<file path="src/rtl/q1_fetch_pkg.sv">
// Shared types and constants for the instruction-fetch stage and its neighbours.
package q1_fetch_pkg;

  localparam int XLEN        = 32;
  localparam int INSTR_BYTES = 4;
  localparam logic [XLEN-1:0] NOP_INSTR = 32'h0000_0013;

  typedef enum logic [1:0] {
    S_REQ   = 2'd0,
    S_WAIT  = 2'd1,
    S_VALID = 2'd2
  } fetch_state_e;

endpackage

</file>
<file path="src/rtl/q1_pc_reg.sv">
// Program counter: reset value, redirect with forced word alignment, and +4 advance.
module q1_pc_reg
  import q1_fetch_pkg::*;
#(
  parameter logic [31:0] RESET_PC = 32'h0000_0000
) (
  input  logic        clk,
  input  logic        rst,
  input  logic        redirect_i,
  input  logic [31:0] redirect_pc_i,
  input  logic        advance_i,
  output logic [31:0] pc_o,
  output logic [31:0] pc_incr_o
);

  logic [XLEN-1:0] pc_q;
  logic [XLEN-1:0] pc_d;

  assign pc_o      = pc_q;
  assign pc_incr_o = pc_q + XLEN'(INSTR_BYTES);

  // Redirect outranks the sequential advance; misaligned targets are silently aligned.
  always_comb begin
    pc_d = pc_q;
    if (redirect_i) begin
      pc_d = redirect_pc_i & ~32'h0000_0003;
    end else if (advance_i) begin
      pc_d = pc_incr_o;
    end
  end

  always_ff @(posedge clk) begin
    if (rst) begin
      pc_q <= RESET_PC;
    end else begin
      pc_q <= pc_d;
    end
  end

endmodule

</file>
<file path="src/rtl/q1_fetch.sv">
// Fetch stage: single-outstanding imem requests, instruction buffer and IF/ID valid/ready output.
module q1_fetch
  import q1_fetch_pkg::*;
#(
  parameter logic [31:0] RESET_PC = 32'h0000_0000
) (
  input  logic        clk,
  input  logic        rst,
  input  logic        redirect_i,
  input  logic [31:0] redirect_pc_i,
  output logic        imem_req_o,
  output logic [31:0] imem_addr_o,
  input  logic        imem_gnt_i,
  input  logic        imem_rvalid_i,
  input  logic [31:0] imem_rdata_i,
  output logic        valid_o,
  input  logic        ready_i,
  output logic [31:0] instr_o,
  output logic [31:0] pc_o,
  output logic [31:0] pc_incr_o
);

  fetch_state_e    state_q;
  fetch_state_e    state_d;
  logic            kill_q;
  logic            kill_d;
  logic [XLEN-1:0] instr_q;
  logic [XLEN-1:0] instr_d;
  logic [XLEN-1:0] pc;
  logic            advance;

  q1_pc_reg #(
    .RESET_PC(RESET_PC)
  ) u_pc_reg (
    .clk          (clk),
    .rst          (rst),
    .redirect_i   (redirect_i),
    .redirect_pc_i(redirect_pc_i),
    .advance_i    (advance),
    .pc_o         (pc),
    .pc_incr_o    (pc_incr_o)
  );

  assign valid_o     = (state_q == S_VALID) && !redirect_i;
  assign advance     = valid_o && ready_i;
  assign imem_req_o  = (state_q == S_REQ) && !rst;
  assign imem_addr_o = pc;
  assign pc_o        = pc;
  assign instr_o     = instr_q;

  always_comb begin
    state_d = state_q;
    kill_d  = kill_q;
    instr_d = instr_q;
    case (state_q)
      // A grant coinciding with a redirect leaves a stale response in flight.
      S_REQ: begin
        if (imem_gnt_i) begin
          state_d = S_WAIT;
          kill_d  = redirect_i;
        end
      end
      S_WAIT: begin
        if (imem_rvalid_i) begin
          kill_d = 1'b0;
          if (kill_q || redirect_i) begin
            state_d = S_REQ;
          end else begin
            instr_d = imem_rdata_i;
            state_d = S_VALID;
          end
        end else if (redirect_i) begin
          kill_d = 1'b1;
        end
      end
      S_VALID: begin
        if (redirect_i || ready_i) begin
          state_d = S_REQ;
        end
      end
      default: begin
        state_d = S_REQ;
      end
    endcase
  end

  always_ff @(posedge clk) begin
    if (rst) begin
      state_q <= S_REQ;
      kill_q  <= 1'b0;
      instr_q <= '0;
    end else begin
      state_q <= state_d;
      kill_q  <= kill_d;
      instr_q <= instr_d;
    end
  end

endmodule

</file>
<file path="config.mk">
export PLATFORM = sky130hd
export DESIGN_NAME = q1_fetch
export DESIGN_NICKNAME = d
export VERILOG_FILES = /design/src/rtl/q1_fetch_pkg.sv /design/src/rtl/q1_pc_reg.sv /design/src/rtl/q1_fetch.sv
export SDC_FILE = /design/constraint.sdc
export NUM_CORES = 1
export LEC_CHECK = 0
export CAP_MARGIN = 0
export CORE_AREA = 2 2 106 108
export DETAILED_ROUTE_END_ITERATION = 16
export DIE_AREA = 0 0 108 110
export GPL_TIMING_DRIVEN = 0
export PLACE_DENSITY = 0.76
export SETUP_SLACK_MARGIN = 0.3
export SLEW_MARGIN = 25
export SYNTH_ARGS = -nofsm -noshare
export SYNTH_HDL_FRONTEND = slang
export SYNTH_HIERARCHICAL = 1
export SYNTH_SLANG_ARGS = --single-unit
</file>
<file path="constraint.sdc">
create_clock -name clk -period 2.8 [get_ports clk]
set_clock_uncertainty 0.05 [all_clocks]
set_input_delay 0.56 -clock clk [delete_from_list [all_inputs] [get_ports clk]]
set_output_delay 0.56 -clock clk [all_outputs]
set_load 0.01 [all_outputs]
</file>
==> results by group, run 1 <==
Route
  – Detailed Route Iter0 Violations: 599
  – 1st-pass router iterations: 6
  – Vias: 5278
  – Final antenna-violating net count: 0
  – DR vias/cell: 5.69
  – DRC viols: 0
  – Wire length per cell: 20.3 um
  – WL final: 18800 um

CTS
  – CTS tree: built
  – Longest Clk Path Bufs: 2
  – TritonCTS Buffers: 9
  – H-tree levels: 3
  – Clock latency on the worst-skew pair: 370 ps
  – Root Driver: clkbuf_8
  – Reg clk slew, reported paths: 80 ps
  – TritonCTS sink count: 65

Logic synthesis
  – Main synth FF type: dfxtp_1
  – Synth warn: 6
  – Async SR Flop Fraction: 0%
  – Synth area leader: dfxtp_1
  – Yosys top cell area share: 30.3%
  – Synthesized area: 0.00429 sq mm
  – EDFF count, synth: 0
  – Syn Inst Count: 510
  – Netlist cell types: 51
  – Ranking of synthesized cells by area: dfxtp_1 30%, nand2b_1 9.6%, mux2i_1 7.9%
  – Seq/Total Area, Yosys: 30.3%
  – FF+latch count, synth: 65
  – Mean Syn Cell Area: 8.41 sq um

STA
  – RSZ-0062 raised after global routing: yes
  – Worst hold slack: 427 ps
  – Minimum clock period: 2720 ps
  – Max-slew headroom: 52.2%
  – Final Hold Viols: 0
  – Pins over their slew limit: 0
  – Max Clk Rate: 368 MHz
  – Setup Viol. Count Final: 0
  – Pin slew with the least headroom to its limit: 717 ps
  – Final period util: 97.1%
  – Final worst slack: 79.8 ps
  – Final setup TNS: 0 ps

Hold path
  – Hold Crit Class: flip-flop to flip-flop
  – Worst hold path depth: 2
  – WHS Endpoint: instr_o[16]
  – Hold Startpoint: instr_o[16]

Power
  – Peak supply drop: 0.350 mV
  – Cell-internal power: 1960 uW
  – Clock power frac: 36.9%
  – Combinational power share: 26.0%
  – Sw power: 798 uW
  – Pleak: 0.00316 uW
  – Register share of total power: 37.2%
  – Power Dens Cells: 364 mW/mm^2
  – Net switching share of the total power: 28.9%

Setup path
  – Startpoint Class: flip-flop
  – CP Max Fanout: 2
  – RR Startpoint: state_q[0]
  – Reg2Reg Depth: 8
  – Worst flop-to-flop path endpoint: u_pc_reg/pc_o[21]
  – Crit path arrival time: 2110 ps
  – Worst Setup End Kind: output pin
  – Required @ worst endpoint: 2190 ps
  – Crit path kind: flip-flop to output pin
  – R2R Setup Slk: 400 ps

Layout
  – Antenna diodes: 0
  – Fillers: 744
  – Final-stage net count: 853
  – Area delta synth->final: 77.1%
  – Commonest non-fill, non-tap cell in the layout: clkdlybuf4s50_1
  – Share of cells above drive strength 1: 31.3%
  – Most frequent cells in the layout: 161 x clkdlybuf4s50_1, 88 x buf_4, 66 x nand2b_1, 48 x dfxtp_1, 34 x mux2i_1

Floorplanning
  – Die Ht: 110 um
  – Die X-Extent: 108 um
  – I/O pins: 200
  – Core area: 0.0107 sq mm
  – Die Area: 0.0119 sq mm
  – Starting Density: 40.1%
  – Floorplan row count: 38

GRT
  – Total GRT Usage: 28.0%
  – Largest net degree at the start of global routing: 13
  – GRT overflow: 0
  – First-pass GRT wire length: 26000 um
  – Vias in the first global route: 5006
  – Initial antenna violation count: 0

Placement
  – IO buf count: 190
  – GP Congestion: 0.878
  – HPWL reported at the end of detailed placement: 10800 um
  – Place WS: -442 ps

Run status
  – Status: finished clean

Flow run
  – Max-cap violations: 0
==> how the worst max path moves through the flow <==
stage	startpoint	end	slack (ps)	cells after the start
after detailed placement	u_pc_reg/pc_o[2]	pc_incr_o[24]	-440	7
after floorplan	u_pc_reg/pc_o[2]	pc_incr_o[30]	330	6
after global routing	u_pc_reg/pc_o[8]	pc_incr_o[31]	-30	7
after CTS	u_pc_reg/pc_o[8]	pc_incr_o[31]	140	7
after global placement	u_pc_reg/pc_o[2]	pc_incr_o[24]	-470	7
final	u_pc_reg/pc_o[7]	pc_incr_o[29]	80	9
==> cell usage after synthesis, types with 2 or more instances <==
master     number
buf_1           3
a311oi_1        4
or3b_2          2
a2111oi_0       5
inv_1          16
or3_1           2
buf_4          38
a31oi_1         2
xnor2_1        22
dfxtp_1        65
and2_1          2
buf_2           9
buf_6           5
a2111oi_2       2
nand3b_1        2
nand3_1        21
nand2_1        23
clkbuf_1       23
xor2_1         18
o21ai_0         4
and4_1          9
nor3_2          2
nand2b_1       66
nor2_1         31
nor4_4          3
and3_1          8
nor4b_1         2
a211oi_1       16
mux2i_1        34
o211ai_1        2
nand4_1        15
a21oi_1        10
a221oi_1        2
nor4_1         12
o221ai_1        2
nor3_1         13
==> per-stage QoR <==
step | power, uW | cells | instance area, sq um | utilization (%)
6_report | 2760 | 927 | 7590 | 71.0
5_1_grt | 2850 | 927 | 7590 | 71.0
4_1_cts | 2710 | 910 | 7280 | 68.0
3_5_place_dp | 1680 | 843 | 6380 | 59.7
3_3_place_gp | 1670 | 843 | 6380 | 59.7
2_1_floorplan | 1320 | 513 | 4310 | -
==> registers in the layout (all words and copies together), names as in the netlist <==
name           flops
instr_o           32
kill_q             1
u_pc_reg/pc_o     30
state_q            2
==> metal layers <==
metal / track usage, % / wire length, um
met5: 0 / 0
met3: 6.35 / 2060
met2: 47.2 / 8700
met1: 33.4 / 6870
met4: 14.5 / 1190
==> layout make-up <==
cell class / count / area [sq um] / share of cell area [%]
timing repair buffer: 258 / 2360 / 31.1
clock buffer: 9 / 124 / 1.63
clock inverter: 7 / 119 / 1.57
buffer: 78 / 598 / 7.87
multi-input combinational: 354 / 2820 / 37.1
sequential: 65 / 1340 / 17.6
tap: 140 / 175 / 2.31
inverter: 16 / 60.1 / 0.791
==> cell families after synthesis <==
logic type | after synthesis | synth area share (%)
other cells | 1 | 0.0874
simple gates | 222 | 31.1
xor+xnor | 40 | 8.17
buf+inv | 94 | 12.7
compound gates | 53 | 9.39
mux | 34 | 7.93
fa+ha+maj | 1 | 0.292
flops | 65 | 30.3
==> power groups by stage <==
stage / registers (uW) / logic [uW] / clock network [uW]
3_5_place_dp: 1040 / 632 / 0
5_1_grt: 1030 / 753 / 1070
3_3_place_gp: 1040 / 625 / 0
2_1_floorplan: 1050 / 276 / 0
6_report: 1030 / 718 / 1020
4_1_cts: 1020 / 678 / 1010
==> worst max-delay path, stage by stage (launching register included) <==
cell	delay [ps]
dfxtp_2	350
buf_6	100
nand4_1	110
buf_4	150
buf_6	120
nor4_4	260
buf_4	190
and3_4	180
xor2_1	140
buf_2	150
==> what timing repair did <==
item,CTS,global route
resized for setup,189,69
setup endpoints to repair,47,27
pin swaps,21,28
cloned,0,1
hold buffers,0,0
setup buffers,51,16
Power figures use the tool's default switching activity.
==> run 2: changes to the inputs <==
--- a/config.mk
+++ b/config.mk
@@ -6,9 +6,9 @@
 export NUM_CORES = 1
 export LEC_CHECK = 0
 export CAP_MARGIN = 0
-export CORE_AREA = 2 2 106 108
+export CORE_AREA = 8 8 112 114
 export DETAILED_ROUTE_END_ITERATION = 16
-export DIE_AREA = 0 0 108 110
+export DIE_AREA = 0 0 120 122
 export GPL_TIMING_DRIVEN = 0
 export PLACE_DENSITY = 0.76
 export SETUP_SLACK_MARGIN = 0.3
==> results by group, run 2 (synthesized netlist as in run 1, its figures left out) <==
Layout
  – Area delta synth->final: 72.0%
  – Most frequent cells in the layout: 162 x clkdlybuf4s50_1, 84 x buf_4, 66 x nand2b_1, 47 x dfxtp_1, 34 x mux2i_1
  – Antenna diodes: 0
  – Max FFs per register: 32
  – Final-stage net count: 840
  – Commonest non-fill, non-tap cell in the layout: clkdlybuf4s50_1
  – Register Area: 0.00134 sq mm
  – Share of cells above drive strength 1: 29.5%
  – Design Area, Final: 0.00738 sq mm
  – Fillers: 794
  – Area occupied by multi-input gates: 0.00277 sq mm

Run status
  – Status: finished clean

Placement
  – IO buf count: 190
  – HPWL reported at the end of detailed placement: 12000 um
  – GP Congestion: 0.907
  – Place WS: -577 ps
  – Post-placement cell area: 0.00638 sq mm

Setup path
  – Required @ worst endpoint: 2190 ps
  – Worst Setup End Kind: output pin
  – Crit path arrival time: 2100 ps
  – Most used cell, CP: buf_6
  – Max incr delay on CP: 340 ps
  – Crit path kind: flip-flop to output pin
  – Crit-path cells: buf_6 -> nand4_1 -> buf_6 -> nor4_4 -> buf_4 -> and3_4 -> xor2_1 -> buf_2
  – CP Max Fanout: 3
  – R2R Setup Slk: 390 ps
  – CP max-delay cell: dfxtp_2
  – Startpoint Class: flip-flop

STA
  – Minimum clock period: 2710 ps
  – Final Hold Viols: 0
  – Pins over their slew limit: 0
  – Pin slew with the least headroom to its limit: 656 ps
  – Max Clk Rate: 369 MHz
  – Max-slew headroom: 56.3%
  – RSZ-0062 raised after global routing: yes
  – Final period util: 96.7%
  – Setup Viol. Count Final: 0
  – Final worst slack: 92.7 ps

Floorplanning
  – I/O pins: 200
  – Starting Density: 40.1%
  – Floorplan row count: 38
  – Die Area: 0.0146 sq mm
  – Core area: 0.0107 sq mm
  – Die Ht: 122 um
  – Die X-Extent: 120 um

Route
  – DR vias/cell: 5.53
  – DRC viols: 0
  – Vias: 5046
  – WL final: 18400 um
  – Final antenna-violating net count: 0
  – Detailed Route Iter0 Violations: 452
  – Wire length per cell: 20.1 um
  – 1st-pass router iterations: 5

CTS
  – Root Driver: clkbuf_8
  – TritonCTS Buffers: 9
  – Reg clk slew, reported paths: 80 ps
  – CTS tree: built
  – Clock latency on the worst-skew pair: 350 ps
  – TritonCTS sink count: 65
  – H-tree levels: 3
  – Longest Clk Path Bufs: 2

GRT
  – Vias in the first global route: 5036
  – First-pass GRT wire length: 26900 um
  – Total GRT Usage: 22.9%
  – GRT overflow: 0
  – Initial antenna violation count: 0
  – Largest net degree at the start of global routing: 11

Hold path
  – Hold Crit Class: flip-flop to flip-flop

Power
  – Pleak: 0.00303 uW
  – Power Dens Cells: 346 mW/mm^2
  – Total power: 2550 uW
  – Peak supply drop: 0.210 mV

Flow run
  – Max-cap violations: 0
==> run 2: through the flow <==
step	utilization (%)	hold WS [ps]	std cells	setup TNS, ps
final	69.0	422	913	0
after global routing	69.0	449	913	0
after CTS	67.0	425	902	0
after detailed placement	59.7	411	843	-11660
after global placement	59.7	408	843	-10090
after floorplan	-	443	513	0
==> run 2: metal layers <==
layer	routed length [um]	global-route usage [%]
met4	652	11.1
met1	6840	24.7
met5	0	0
met3	2100	8.93
met2	8770	39.0
==> run 2: worst max-delay path, delay by kind of cell (launching register included) <==
family        cells  cell delay (ps)
buf+inv           4              610
xor+xnor          1              140
flops             1              340
simple gates      3              650
==> run 2: cell type report <==
| class | count | share of cell area [%] |
|---|---|---|
| Clock inverter | 3 | 0.543 |
| Sequential cell | 65 | 18.1 |
| Inverter | 16 | 0.814 |
| Multi-Input combinational cell | 354 | 37.5 |
| Clock buffer | 12 | 2.10 |
| Buffer | 78 | 7.92 |
| Timing Repair Buffer | 245 | 30.6 |
| Tap cell | 140 | 2.37 |
==> run 2: path summary, 6_finish.rpt <==
kind                     start                 to  cells after the start
max          u_pc_reg/pc_o[10]      pc_incr_o[30]                      8
min                instr_o[19]        instr_o[19]                      2
max reg2reg         state_q[0]  u_pc_reg/pc_o[21]                      8
min reg2reg        instr_o[19]        instr_o[19]                      2
==> run 2: report_power, final <==
| group | internal (uW) | switching (uW) | leakage (uW) |
|---|---|---|---|
| sequential | 968 | 59.6 | 0.000540 |
| combinational | 400 | 299 | 0.00239 |
| clock | 453 | 373 | 0.000102 |
| total | 1820 | 731 | 0.00303 |
==> run 2: timing repair <==
| action | 4_1_cts | 5_1_grt |
|---|---|---|
| resized for setup | 184 | 49 |
| pin swaps | 22 | 22 |
| setup endpoints to repair | 47 | 26 |
| setup buffers | 44 | 11 |
| hold buffers | 0 | 0 |
==> variant: new RTL, settings of run 2 <==
Reset style: asynchronous (`rst`), changed in 2 clocked blocks.
--- a/src/rtl/q1_pc_reg.sv
+++ b/src/rtl/q1_pc_reg.sv
@@ -31,3 +31,3 @@
 
-  always_ff @(posedge clk) begin
+  always_ff @(posedge clk or posedge rst) begin
     if (rst) begin
--- a/src/rtl/q1_fetch.sv
+++ b/src/rtl/q1_fetch.sv
@@ -86,3 +86,3 @@
 
-  always_ff @(posedge clk) begin
+  always_ff @(posedge clk or posedge rst) begin
     if (rst) begin
Check against the original RTL: differs if rst is asserted again (counterexample within 4 cycles, from zero or initial values and one cycle with rst high); with rst held inactive, the same outputs for 10 cycles.
==> variant against run 2 <==
  * The flow now finishes with violations (setup timing)
  * Via count decreased by 15%
  * Non-clock buffer count increased by 10
  * Sequential share of layout area up 4.4 points
  * Setup slack got worse by 0.11 ns
  * Final area fell by 1.2%
  * Wire length down 12%
  * Global-route usage shrank 2.7 points
  * Synthesized area shrank 8.5%
  * Critical path type unchanged
  * Largest cell class unchanged
  * Sequential cell count stayed put
  * First-iteration DRC count fell by 22%
Power is not compared: it rests on default switching activity, and its combinational part moved more than twofold at a synthesized area within 25%.
==> variant: results (changes against run 2) <==
stage;metric;value;unit;change
status;status;complete, but fails checks;;
status;failing checks;setup timing;;
yosys;top cells by count, synth;65 x dfrtp_1, 43 x nand2_1, 37 x buf_4, 32 x mux2_2, 26 x nor2_1;;
route;WL per Instance;19.3;um;-4.1%
timing;fin worst setup slack;-0.0189;ns;-0.112 ns
clock_network;CTS H-tree lvls;3;;unchanged
critical_path;CP max FO;4;;+1
place;pre-CTS WS;-0.606;ns;-0.0296 ns
yosys;Cells after Synth;406;;-20%
clock_network;CTS root buf;clkbuf_8;;
power_and_ir_drop;Max VDD drop;0.509;mV;
route;Pre-antenna DRT Iters;4;;-1
yosys;asr flop ratio synth;100;%;+100 points
route;drt total wl;16.1;mm;-12%
route;first-iteration detailed-routing DRC count;351;;-22%
layout;fin nets;763;;-9.2%
layout;fill count;777;;-2.1%
clock_network;clk slew on worst S/H paths;0.07;ns;
global_route;gr usage total;20.3;%;-2.7 points
clock_network;clk buf depth;2;;unchanged
min_path;Hold WC Path Type;reg2reg;;
place;GPL Wtd Cong;0.902;;-0.55%
yosys;synth warn;6;;unchanged
timing;setup total negative slack;-0.0210;ns;-0.0210 ns
clock_network;CTS buffer count;9;;unchanged
yosys;Netlist cell types;41;;-20%
yosys;Area contributors post-synth;dfrtp_1 41%, mux2_2 9.2%, buf_4 7.1%;;
place;# port buffers;191;;+0.53%
timing;endpoints failing setup;2;;+2
global_route;largest net degree at the start of global routing;36;;+25
critical_path;Arr. time, crit path;2.21;ns;+0.11 ns
global_route;initial antenna violation count;0;;unchanged
yosys;Seq/Total Area, Yosys;41.5;%;+11 points
place;Inst Count DP;740;;-12%
power_and_ir_drop;LEAKAGE;3.22;nW;
timing;Max-slew headroom;51.5;%;-4.8 points
global_route;first-pass GRT wire length;23.5;mm;-13%
layout;Inserted Diodes;0;;unchanged
layout;Largest register FFs;32;;unchanged
global_route;vias in the first global route;4517;;-10%
layout;ratio of cells with drive above 1 in the final layout;39.9;%;+10 points
timing;final number of max-transition violations;0;;unchanged
route;routed vias;4297;;-15%
clock_network;Worst-Skew Late Latency;0.35;ns;about the same
place;hpwl dp;10.7;mm;-11%
==> variant: routing by layer <==
layer / wire length [um] / share of wire, % / GRT usage (%)
met5: 0 / 0 / 0
met2: 8000 / 50 / 34.3
met1: 5800 / 36 / 20.9
met4: 441 / 2.7 / 9.21
met3: 1900 / 12 / 10.0
==> variant: report_power, final <==
group / switching [mW] / internal, mW
clock: 0.380 / 0.497
sequential: 0.205 / 1.22
combinational: 0.676 / 1.07
==> variant: path summary, 6_finish.rpt <==
kind	end	slack, ns	depth (start not counted)	start
worst min register to register	instr_o[15]$_DFFE_PP0P_	0.46	1	instr_o[15]$_DFFE_PP0P_
max in group asynchronous	state_q[0]$_DFFE_PP0P_	1.51	2	rst
worst max register to register	u_pc_reg/pc_o[24]$_DFFE_PP0N_	0.36	8	u_pc_reg/pc_o[7]$_DFFE_PP0N_
min in group asynchronous	u_pc_reg/pc_o[6]$_DFFE_PP0N_	0.68	2	rst
worst max-delay path	pc_incr_o[25]	-0.02	6	u_pc_reg/pc_o[7]$_DFFE_PP0N_
worst min-delay path	instr_o[15]$_DFFE_PP0P_	0.46	1	instr_o[15]$_DFFE_PP0P_
==> variant: worst max-delay path: stages, from the launching register on <==
cell and delay [ns]:
dfrtp_1 0.37, buf_6 0.12, nand4_4 0.12, or4_4 0.53
or4_4 0.44, xnor2_2 0.14, buf_2 0.14
==> variant: cells by family after synthesis <==
| logic type | share of synthesized area (%) |
|---|---|
| AO/OA/AOI/OAI | 7.21 |
| XOR/XNOR | 9.15 |
| adder cells (fa/ha/maj) | 0.319 |
| buffers and inverters | 11.3 |
| flip-flops | 41.5 |
| multiplexers | 9.70 |
| other | 0.0956 |
| AND/OR/NAND/NOR | 20.8 |
==> variant: what timing repair did <==
| item | CTS | global route |
|---|---|---|
| gates resized for setup | 177 | 60 |
| cloned | 0 | 0 |
| pin swaps | 23 | 23 |
| setup endpoints to repair | 43 | 29 |
| setup buffers | 58 | 23 |
==> variant: area by class of cell <==
cell class                      count  share of cell area, %
Clock inverter                      6                   1.13
Sequential cell                    65                   22.5
Clock buffer                       10                   1.75
Multi-Input combinational cell    272                   30.6
Buffer                             61                   6.91
Timing Repair Buffer              272                   34.1
Tap cell                          140                   2.40
Inverter                           11                  0.566
==> variant: metrics by stage <==
step / cell area (sq um) / power [mW]
2_1_floorplan: 3970 / 2.07
3_3_place_gp: 6050 / 3.02
3_5_place_dp: 6050 / 3.05
4_1_cts: 6900 / 4.03
5_1_grt: 7290 / 4.26
6_report: 7290 / 4.05
